<file path="config.mk">
export PLATFORM = sky130hd
export DESIGN_NAME = reg_writeback_flat
export DESIGN_NICKNAME = d
export VERILOG_FILES = /design/src/rtl/reg_writeback_if.sv /design/src/rtl/reg_writeback.sv /design/src/flat_wrapper.sv
export SDC_FILE = /design/constraint.sdc
export NUM_CORES = 1
export LEC_CHECK = 0
export ABC_AREA = 1
export CORE_UTILIZATION = 35
export DETAILED_ROUTE_END_ITERATION = 8
export SLEW_MARGIN = 20
export SYNTH_ARGS = -nofsm -noshare
export SYNTH_HDL_FRONTEND = slang
export SYNTH_SLANG_ARGS = --single-unit
</file>
<file path="constraint.sdc">
create_clock -name clk -period 3.32 [get_ports clk]
set_input_delay 0.996 -clock clk [delete_from_list [all_inputs] [get_ports clk]]
set_output_delay 0.996 -clock clk [all_outputs]
set_load 0.05 [all_outputs]
</file>
<file path="src/rtl/reg_writeback_if.sv">
// reg_writeback_if
//  Bundles the producer handshakes (ALU and load results), the issue-control
//  input, the register-file write port, the pending scoreboard and the
//  forwarding lookup of reg_writeback into one port.
//  Ports / signals:
//   alu_valid/alu_ready/alu_num/alu_data   ALU result handshake
//   mem_valid/mem_ready/mem_num/mem_data   load result handshake
//   hold                                   suppress new register-file writes
//   write/wnum/wdata                       registered register-file write port
//   pending                                per-register write-outstanding flags
//   qnum/qhit/qdata                        forwarding query and answer
//   idle                                   nothing queued and nothing issuing
//  Modports: slave = the writeback block, master = whoever drives it.
interface reg_writeback_if #(
    parameter int WIDTH = 32,
    parameter int NREGS = 4
);
    localparam int AW = $clog2(NREGS);

    logic             alu_valid;
    logic             alu_ready;
    logic [AW-1:0]    alu_num;
    logic [WIDTH-1:0] alu_data;
    logic             mem_valid;
    logic             mem_ready;
    logic [AW-1:0]    mem_num;
    logic [WIDTH-1:0] mem_data;
    logic             hold;
    logic             write;
    logic [AW-1:0]    wnum;
    logic [WIDTH-1:0] wdata;
    logic [NREGS-1:0] pending;
    logic [AW-1:0]    qnum;
    logic             qhit;
    logic [WIDTH-1:0] qdata;
    logic             idle;

    modport slave (
        input  alu_valid, alu_num, alu_data, mem_valid, mem_num, mem_data, hold, qnum,
        output alu_ready, mem_ready, write, wnum, wdata, pending, qhit, qdata, idle
    );

    modport master (
        output alu_valid, alu_num, alu_data, mem_valid, mem_num, mem_data, hold, qnum,
        input  alu_ready, mem_ready, write, wnum, wdata, pending, qhit, qdata, idle
    );
endinterface

</file>
<file path="src/rtl/reg_writeback.sv">
// reg_writeback
//  Write-side front end of the register file. Accepts ALU and load results
//  (load has priority), queues them in acceptance order and issues at most one
//  registered register-file write per cycle. Keeps a per-register count of
//  outstanding writes (queued or issuing) and answers forwarding queries with
//  the youngest outstanding value for a register. r0 is hard-wired zero, so
//  results addressed to it are accepted and dropped.
//  Ports:
//   clk   rising-edge clock
//   rst   asynchronous active-high reset
//   bus   reg_writeback_if slave modport (handshakes, write port, scoreboard,
//         forwarding lookup, idle). Interface WIDTH/NREGS must match the
//         parameters given here.
module reg_writeback #(
    parameter int WIDTH = 32,
    parameter int NREGS = 4,
    parameter int DEPTH = 4
) (
    input  logic          clk,
    input  logic          rst,
    reg_writeback_if.slave bus
);
    localparam int AW = $clog2(NREGS);
    localparam int PW = $clog2(DEPTH);
    localparam int CW = $clog2(DEPTH + 2);

    logic [AW-1:0]    q_num  [DEPTH];
    logic [WIDTH-1:0] q_data [DEPTH];
    logic [PW-1:0]    rd_ptr;
    logic [PW-1:0]    wr_ptr;
    logic [CW-1:0]    count;
    logic [CW-1:0]    cnt    [NREGS];

    logic             full;
    logic             empty;
    logic             acc_mem;
    logic             acc_alu;
    logic             push;
    logic             pop;
    logic [AW-1:0]    in_num;
    logic [WIDTH-1:0] in_data;

    // Ready is based on occupancy alone, never on a same-cycle pop.
    assign full          = (count == CW'(DEPTH));
    assign empty         = (count == '0);
    assign bus.mem_ready = !full;
    assign bus.alu_ready = !full && !bus.mem_valid;

    assign acc_mem = bus.mem_valid && !full;
    assign acc_alu = bus.alu_valid && bus.alu_ready;
    assign in_num  = acc_mem ? bus.mem_num  : bus.alu_num;
    assign in_data = acc_mem ? bus.mem_data : bus.alu_data;

    // r0 writes complete the handshake but never occupy the queue.
    assign push = (acc_mem || acc_alu) && (in_num != '0);
    assign pop  = !bus.hold && !empty;

    always_ff @(posedge clk or posedge rst) begin
        if (rst) begin
            rd_ptr    <= '0;
            wr_ptr    <= '0;
            count     <= '0;
            bus.write <= 1'b0;
            bus.wnum  <= '0;
            bus.wdata <= '0;
        end else begin
            if (push) wr_ptr <= wr_ptr + 1'b1;
            if (pop)  rd_ptr <= rd_ptr + 1'b1;
            count     <= count + CW'(push) - CW'(pop);
            bus.write <= pop;
            if (pop) begin
                bus.wnum  <= q_num[rd_ptr];
                bus.wdata <= q_data[rd_ptr];
            end
        end
    end

    // Storage is only read behind the occupancy count, so it needs no reset.
    always_ff @(posedge clk) begin
        if (push) begin
            q_num[wr_ptr]  <= in_num;
            q_data[wr_ptr] <= in_data;
        end
    end

    // An entry stays pending until the edge that retires its issued write.
    always_ff @(posedge clk or posedge rst) begin
        if (rst) begin
            for (int i = 0; i < NREGS; i++) cnt[i] <= '0;
        end else begin
            for (int i = 0; i < NREGS; i++) begin
                cnt[i] <= cnt[i]
                        + CW'(push && (in_num == AW'(i)))
                        - CW'(bus.write && (bus.wnum == AW'(i)));
            end
        end
    end

    always_comb begin
        bus.pending = '0;
        for (int i = 1; i < NREGS; i++) bus.pending[i] = (cnt[i] != '0);
    end

    // Oldest first so that younger matches overwrite older ones; the issue
    // stage is older than anything still in the queue.
    always_comb begin
        logic [PW-1:0] idx;
        idx       = '0;
        bus.qhit  = 1'b0;
        bus.qdata = '0;
        if (bus.write && (bus.wnum == bus.qnum)) begin
            bus.qhit  = 1'b1;
            bus.qdata = bus.wdata;
        end
        for (int k = 0; k < DEPTH; k++) begin
            idx = rd_ptr + PW'(k);
            if ((CW'(k) < count) && (q_num[idx] == bus.qnum)) begin
                bus.qhit  = 1'b1;
                bus.qdata = q_data[idx];
            end
        end
        if (bus.qnum == '0) begin
            bus.qhit  = 1'b0;
            bus.qdata = '0;
        end
    end

    assign bus.idle = empty && !bus.write;
endmodule

</file>
<file path="src/flat_wrapper.sv">
// flat-port wrapper written by rule: the top's interface ports become plain ports
module reg_writeback_flat 
#(
    parameter int WIDTH = 32,
    parameter int NREGS = 4,
    parameter int DEPTH = 4
)
  (clk, rst, bus_alu_valid, bus_alu_num, bus_alu_data, bus_mem_valid, bus_mem_num, bus_mem_data, bus_hold, bus_qnum, bus_alu_ready, bus_mem_ready, bus_write, bus_wnum, bus_wdata, bus_pending, bus_qhit, bus_qdata, bus_idle);
  reg_writeback_if #(.WIDTH(WIDTH), .NREGS(NREGS)) bus_i ();
  input  logic clk;
  input  logic rst;
  input wire logic [$bits(bus_i.alu_valid)-1:0] bus_alu_valid;
  input wire logic [$bits(bus_i.alu_num)-1:0] bus_alu_num;
  input wire logic [$bits(bus_i.alu_data)-1:0] bus_alu_data;
  input wire logic [$bits(bus_i.mem_valid)-1:0] bus_mem_valid;
  input wire logic [$bits(bus_i.mem_num)-1:0] bus_mem_num;
  input wire logic [$bits(bus_i.mem_data)-1:0] bus_mem_data;
  input wire logic [$bits(bus_i.hold)-1:0] bus_hold;
  input wire logic [$bits(bus_i.qnum)-1:0] bus_qnum;
  output wire logic [$bits(bus_i.alu_ready)-1:0] bus_alu_ready;
  output wire logic [$bits(bus_i.mem_ready)-1:0] bus_mem_ready;
  output wire logic [$bits(bus_i.write)-1:0] bus_write;
  output wire logic [$bits(bus_i.wnum)-1:0] bus_wnum;
  output wire logic [$bits(bus_i.wdata)-1:0] bus_wdata;
  output wire logic [$bits(bus_i.pending)-1:0] bus_pending;
  output wire logic [$bits(bus_i.qhit)-1:0] bus_qhit;
  output wire logic [$bits(bus_i.qdata)-1:0] bus_qdata;
  output wire logic [$bits(bus_i.idle)-1:0] bus_idle;
  assign bus_i.alu_valid = bus_alu_valid;
  assign bus_i.alu_num = bus_alu_num;
  assign bus_i.alu_data = bus_alu_data;
  assign bus_i.mem_valid = bus_mem_valid;
  assign bus_i.mem_num = bus_mem_num;
  assign bus_i.mem_data = bus_mem_data;
  assign bus_i.hold = bus_hold;
  assign bus_i.qnum = bus_qnum;
  assign bus_alu_ready = bus_i.alu_ready;
  assign bus_mem_ready = bus_i.mem_ready;
  assign bus_write = bus_i.write;
  assign bus_wnum = bus_i.wnum;
  assign bus_wdata = bus_i.wdata;
  assign bus_pending = bus_i.pending;
  assign bus_qhit = bus_i.qhit;
  assign bus_qdata = bus_i.qdata;
  assign bus_idle = bus_i.idle;
  reg_writeback #(.WIDTH(WIDTH), .NREGS(NREGS), .DEPTH(DEPTH)) u_core (.clk(clk), .rst(rst), .bus(bus_i));
endmodule
</file>
==> flow_summary_export.csv <==
group,metric,value,unit
timing,setup_viol,33,
critical_path,worst_setup_path_end_kind,"output port",
timing,fmax,275,MHz
logic_synthesis,synth.ff_latch_count,187,
global_route,grt_pass1_wl,54.8,mm
placed_design,place_hpwl,24.6,mm
clock_network,htreeDepth,4,
timing,clock_skew,14.6,ps
logic_synthesis,yosysSeqAreaShare,45.4,%
timing,fin_ws,-310,ps
logic_synthesis,synth_edf_count,136,
drt,drt_iter0_drc,791,
placed_design,place.port_buffers,148,
logic_synthesis,synth_top_family_by_area,"simple AND/OR/NAND/NOR gates",
logic_synthesis,syn_nets,1664,
logic_synthesis,ys.flop_type,"edfxtp_1",
timing,finalHoldViolCount,0,
logic_synthesis,synth-xor-area-share,0.891,%
global_route,grt_util_met3,3.13,%
logic_synthesis,synthAdderAreaFrac,2.16,%
timing,fin_crit_sh,109,%
timing,fin_tns_setup,-9510,ps
logic_synthesis,synth-compound-area-share,14.3,%
drt,routedWlPerCell,16.6,um
global_route,grt-ovfl-total,0,
run_status,status,"finished with violations",
die,rows,66,
drt,drcViolationCount,0,
critical_path,max_stage_delay,540,ps
logic_synthesis,yosys.area.top_type,"edfxtp_1",
logic_synthesis,synth-async-reset-ratio,27.3,%
critical_path,reg2reg_slack,750,ps
run_status,violations,"negative setup slack",
logic_synthesis,synth_most_common_cell,"nand2_1",
logic_synthesis,synth_common_cells,"nand2_1 (471), o21ai_0 (288), inv_1 (168)",
global_route,antenna_found_initial,0,
final_layout,seq_area,0.00537,mm^2
clock_network,clk_pin_slew_worst_paths,70,ps
critical_path,crit_path_cell_trace,"buf_8 > nand2_2 > nand3_1 > nand2_2 > xor2_1 > nand4_1 > buf_6 > buf_12 > nor2_2 > nor2_2 > a21oi_4 > buf_12",
die,dieHeight,186,um
critical_path,path_class,"flop to output port",
critical_path,crit_slowest_cell,"dfrtp_4",
drt,viasPerCell,5.02,
drt,antenna_left,0,
die,ioPinCount,150,
global_route,use_met1,27.8,%
timing,slew_headroom,52.8,%
global_route,grt_pass1_vias,10100,
final_layout,diodes,0,
clock_network,cts.sinks,187,
clock_network,cts_buffer_depth,2,
critical_path,required,2320,ps
logic_synthesis,yosysUniqueCellTypes,32,
clock_network,tritoncts,"built",
logic_synthesis,netlist.area_leader.share,34.6,%
timing,tightest_slew,708,ps
clock_network,cts-root-buf,"clkbuf_16",
timing,rsz0062_at_grt,"true",
die,initial_core_util,35.9,%
timing,slew_violations,0,
final_layout,drive_above_1_share,20.3,%
global_route,grt_most_used_layer,"met2",
die,dieArea,0.0344,mm^2
die,coreArea,0.0329,mm^2
critical_path,start_kind,"flop",
global_route,use_met2,35.2,%
logic_synthesis,synth_area_leaders,"edfxtp_1 (35%), nand2_1 (15%), o21ai_0 (12%)",
critical_path,critPathArrivalTime,2630,ps
clock_network,holdBufCountCts,0,
timing,period_minus_slack,3630,ps
final_layout,syn_to_final_growth,38.8,%
final_layout,fill_cells,3090,
global_route,grtUsageTotal,21.2,%
clock_network,clk_latency,440,ps
logic_synthesis,synthesis.area,0.0118,mm^2
flow_run,max_cap_violations,0,
placed_design,gp_congestion,0.852,
drt,firstDrtPassIters,5,
drt,via_count,11000,
drt,wirelength,36.4,mm
logic_synthesis,muxShareOfSynthArea,3.15,%
final_layout,nNetsFinal,1832,
logic_synthesis,yosysWarnings,0,
worst_hold_path,hold_class,"flop to flop",
global_route,grt_max_degree,68,
final_layout,multi_input_area,0.00606,mm^2
critical_path,path_max_fanout,9,
die,die_x,186,um
logic_synthesis,avgSynthCellArea,7.51,um^2
logic_synthesis,netlist_instances,1571,
logic_synthesis,yosys.area_share.simple,24.2,%
clock_network,cts_buffers,17,
through the flow:
step | worst slack, ps | instance area, um^2 | util [%] | std cells | hold WS, ps
CTS | -313 | 15800 | 48.2 | 2177 | 543
finish | -310 | 16400 | 49.8 | 2193 | 537
global route | -424 | 16400 | 49.8 | 2193 | 558
floorplan | -439 | 12200 | - | 1571 | 494
detailed placement | -719 | 15000 | 45.7 | 2143 | 528
global placement | -715 | 15000 | 45.7 | 2143 | 522
logic make-up (layout without fill, tap and decap cells):
kind of cell	count (synthesis)	after routing
fa+ha+maj	18	18
flops	187	187
xor+xnor	12	12
simple gates	709	709
mux	33	33
buf+inv	276	456
other cells	1	1
compound gates	335	335
state kept, by name, indices dropped and copies added (netlist names):
register          flops
u_core.cnt            9
u_core.rd_ptr         2
u_core.bus.write      1
u_core.q_num          8
u_core.count          3
u_core.bus.wdata     32
u_core.q_data       128
u_core.wr_ptr         2
u_core.bus.wnum       2
final timing paths:
check	cells past startpoint	from	to
min	1	u_core.wr_ptr[0]$_DFFE_PP0P_	u_core.wr_ptr[0]$_DFFE_PP0P_
min reg2reg	1	u_core.wr_ptr[0]$_DFFE_PP0P_	u_core.wr_ptr[0]$_DFFE_PP0P_
max reg2reg	10	u_core.count[2]$_DFF_PP0_	u_core.q_data[1][26]$_DFFE_PP_
max in group asynchronous	4	rst	u_core.count[1]$_DFF_PP0_
max	12	u_core.rd_ptr[0]$_DFFE_PP0P_	bus_qdata[14]
min in group asynchronous	2	rst	u_core.cnt[7]$_DFF_PP0_
cells in the final DEF, fill, tap and decap left out, types with 7 or more instances in the layout:
master / n
a21oi_4: 31
nand3_1: 77
buf_12: 59
nand2_2: 17
clkdlybuf4s50_1: 112
o21ai_1: 9
nand3_2: 34
nor2_2: 36
xor2_1: 7
nor2_4: 14
clkbuf_16: 23
ha_1: 14
dfrtp_1: 49
inv_1: 166
nor2_1: 63
buf_6: 10
mux2_2: 33
edfxtp_1: 136
nand2_1: 455
o21ai_0: 286
buf_4: 61
metal layers:
| layer | up-vias | share of wire (%) |
|---|---|---|
| li1 | 5457 | - |
| met1 | 5138 | 44 |
| met2 | 355 | 47 |
| met3 | 62 | 5.6 |
| met4 | 0 | 3.1 |
| met5 | - | 0 |
what timing repair did:
item,4_1_cts,5_1_grt
buffers inserted,2,8
gates cloned,1,8
gates resized for setup,50,83
setup endpoints to repair,33,33
pin swaps,41,36
layout make-up:
cell class                      instances  area share (%)
Clock buffer                           17            2.60
Clock inverter                         14            1.06
Inverter                              171            4.08
Multi-Input combinational cell       1108            37.0
Sequential cell                       187            32.8
Tap cell                              442            3.38
Timing Repair Buffer                  253            19.0
Timing Repair inverter                  1          0.0535
critical path, delay by kind of cell, from the launching register on:
kind | cells | cell delay, ps
buffers and inverters | 4 | 720
and+or+nand+nor | 6 | 630
DFF | 1 | 540
AOI/OAI and AO/OA | 1 | 170
xor gates and xnor gates | 1 | 150
Power is not shown: default switching activity piles up to over one toggle a cycle in this logic, so the estimate is an artifact.
==> edit, RTL diff (same flow settings) <==
`DEPTH` is set to 4 in 2 places; all go to 2.
--- a/src/rtl/reg_writeback.sv
+++ b/src/rtl/reg_writeback.sv
@@ -15,5 +15,5 @@
     parameter int WIDTH = 32,
     parameter int NREGS = 4,
-    parameter int DEPTH = 4
+    parameter int DEPTH = 2
 ) (
     input  logic          clk,
--- a/src/flat_wrapper.sv
+++ b/src/flat_wrapper.sv
@@ -4,5 +4,5 @@
     parameter int WIDTH = 32,
     parameter int NREGS = 4,
-    parameter int DEPTH = 4
+    parameter int DEPTH = 2
 )
   (clk, rst, bus_alu_valid, bus_alu_num, bus_alu_data, bus_mem_valid, bus_mem_num, bus_mem_data, bus_hold, bus_qnum, bus_alu_ready, bus_mem_ready, bus_write, bus_wnum, bus_wdata, bus_pending, bus_qhit, bus_qdata, bus_idle);
Behaviour: not the same (Yosys sat finds a counterexample within 4 cycles, from zero or initial values and one cycle with rst high).
==> edit against the unedited design <==
The run ends with DRC left. Area after synthesis down 45%. Sequential cell count is 74 lower. Final area decreased by 39%. Cell count shrank 45%. Largest cell class is now flip-flops and latches. Worst setup slack better by 320 ps. Critical path type is now in -> out. Routed wire length is 49% lower. Worst hold slack improved by 24 ps.
==> edit: results (changes against the unedited design) <==
Detailed Route Iter0 Violations=329 (-58%); htree depth=4 (unchanged); Placer Congestion=0.819 (-3.8%); number of global-route vias before repair=5508 (-45%); post-synthesis mux area share=5.56% (+2.4 points); global-route wire length before repair=29100 um (-47%); clock slew at the register clock pins of the worst setup and hold paths=50 ps (-20 ps); most common cell in the netlist=nand2_1; CP peak stage delay=210 ps (-330 ps); later-pin clock latency in the skew report=420 ps (-20 ps); Largest regs=u_core.q_data: 64 flops, u_core.bus.wdata: 32 flops, u_core.cnt: 6 flops; HPWL after DPL=12600 um (-49%); Synth Area in Compound Gates=8.33% (-5.9 points); setup slack at placement=-527 ps (+192 ps); failing checks=DRC; Initial DRT Pass Iterations=7 (+2); commonest cells in the netlist=188 x nand2_1, 106 x nand3_1, 100 x o21ai_0, 86 x inv_1, 76 x nor2_1; asr flop ratio synth=39.8% (+13 points); run status=finished with violations; pin count of the biggest net entering global routing=68 (unchanged); IO buf count=148 (unchanged); maximum VDD drop=about 740 uV; clk_skew=9.51 ps (-5.06 ps); critical path peak fanout=10 (+1); DRC=8 (+8); post-synthesis adder-cell area fraction=1.54% (-0.62 points); Layout Nets=1039 (-43%); initial antenna violation count=0 (unchanged); XOR/XNOR Fraction of Synth Area=1.49% (+0.59 points); Initial Util=35.9% (about the same); WP data arrival=2320 ps (-310 ps); layout cell share with drive strength beyond 1=24.9% (+4.6 points); Seq/Total Area, Yosys=48.9% (+3.4 points); vias=5805 (-47%); Mapped Nets=875 (-47%); slew margin rel.=56.9% (+4.1 points); GRT Overall Usage=19.9% (-1.3 points); post-synth cell types=28 (-13%); routed length per placed instance=15.4 um (-7.1%); Largest Register=u_core.q_data; top post-synthesis cells by area=edfxtp_1 31%, dfrtp_1 17%, nand2_1 11%; number of synthesized flops with an enable pin=68 (-50%); critical path's slowest cell=xnor2_4; synth warn=0 (unchanged)
-- edit: cell types whose count changed after synthesis, sizes merged, moves of 33 or more --
cell    before  now
nor2       113   77
inv        169   88
nand2      476  193
edfxtp     136   68
clkbuf      59   17
a21oi       36    3
o21ai      298  102
-- edit: cell type report --
type / instances / area [um^2]
Timing Repair Buffer: 196 / 2450
Clock inverter: 13 / 166
Inverter: 88 / 330
Sequential cell: 113 / 3170
Multi-Input combinational cell: 540 / 3140
Fill cell: 1584 / 8100
Clock buffer: 19 / 443
Tap cell: 229 / 287
-- edit: final timing paths --
path	depth (start not counted)	end	startpoint	slack [ps]
setup / recovery	10	bus_qdata[7]	bus_qnum[0]	9
hold / removal	2	u_core.bus.wdata[30]	u_core.bus.wdata[30]	560
setup reg to reg	10	u_core.q_data[0][7]	u_core.count[0]	1120
hold reg to reg	2	u_core.bus.wdata[30]	u_core.bus.wdata[30]	560
max in group asynchronous	3	u_core.bus.wdata[10]	rst	1690
min in group asynchronous	2	u_core.bus.write	rst	980
-- edit: worst max-delay path: cells and delay by family --
kind | cells | cell delay [ps]
buf+inv | 3 | 470
simple gates | 6 | 620
xor+xnor | 1 | 210
-- edit: power by group --
group	internal, mW	switching, mW	total (mW)	leakage, nW
registers	2.16	0.327	2.49	1.18
clock network	1.26	0.643	1.90	0.297
logic	2.83	4.39	7.21	2.72
-- edit: cells by family (layout without fill, tap and decap cells) --
group	after synthesis	count (layout)
fa+ha+maj	8	8
mux	32	32
buf+inv	139	316
flops	113	113
compound gates	106	106
other cells	1	1
xor+xnor	11	11
simple gates	382	382
-- edit: routing by layer --
layer	track usage, %	share of wire, %	vias to the layer above
li1	-	-	2926
met1	25.8	45	2665
met2	32.8	48	187
met3	4.19	6.0	27
met4	7.27	1.8	0
met5	0	0	-
-- edit: repair_timing --
item                                    in CTS  in global routing
buffers inserted                             4                  4
gates cloned                                 1                  3
resized for setup                           27                 63
hold buffers                                 0                  0
pin swaps                                    5                 14
endpoints found under the setup margin      33                 32
-- edit: metrics by stage --
stage,cells,area [um^2]
6_report,1198,9990
5_1_grt,1198,9990
4_1_cts,1191,9700
3_5_place_dp,1154,8940
3_3_place_gp,1154,8940
2_1_floorplan,792,6650
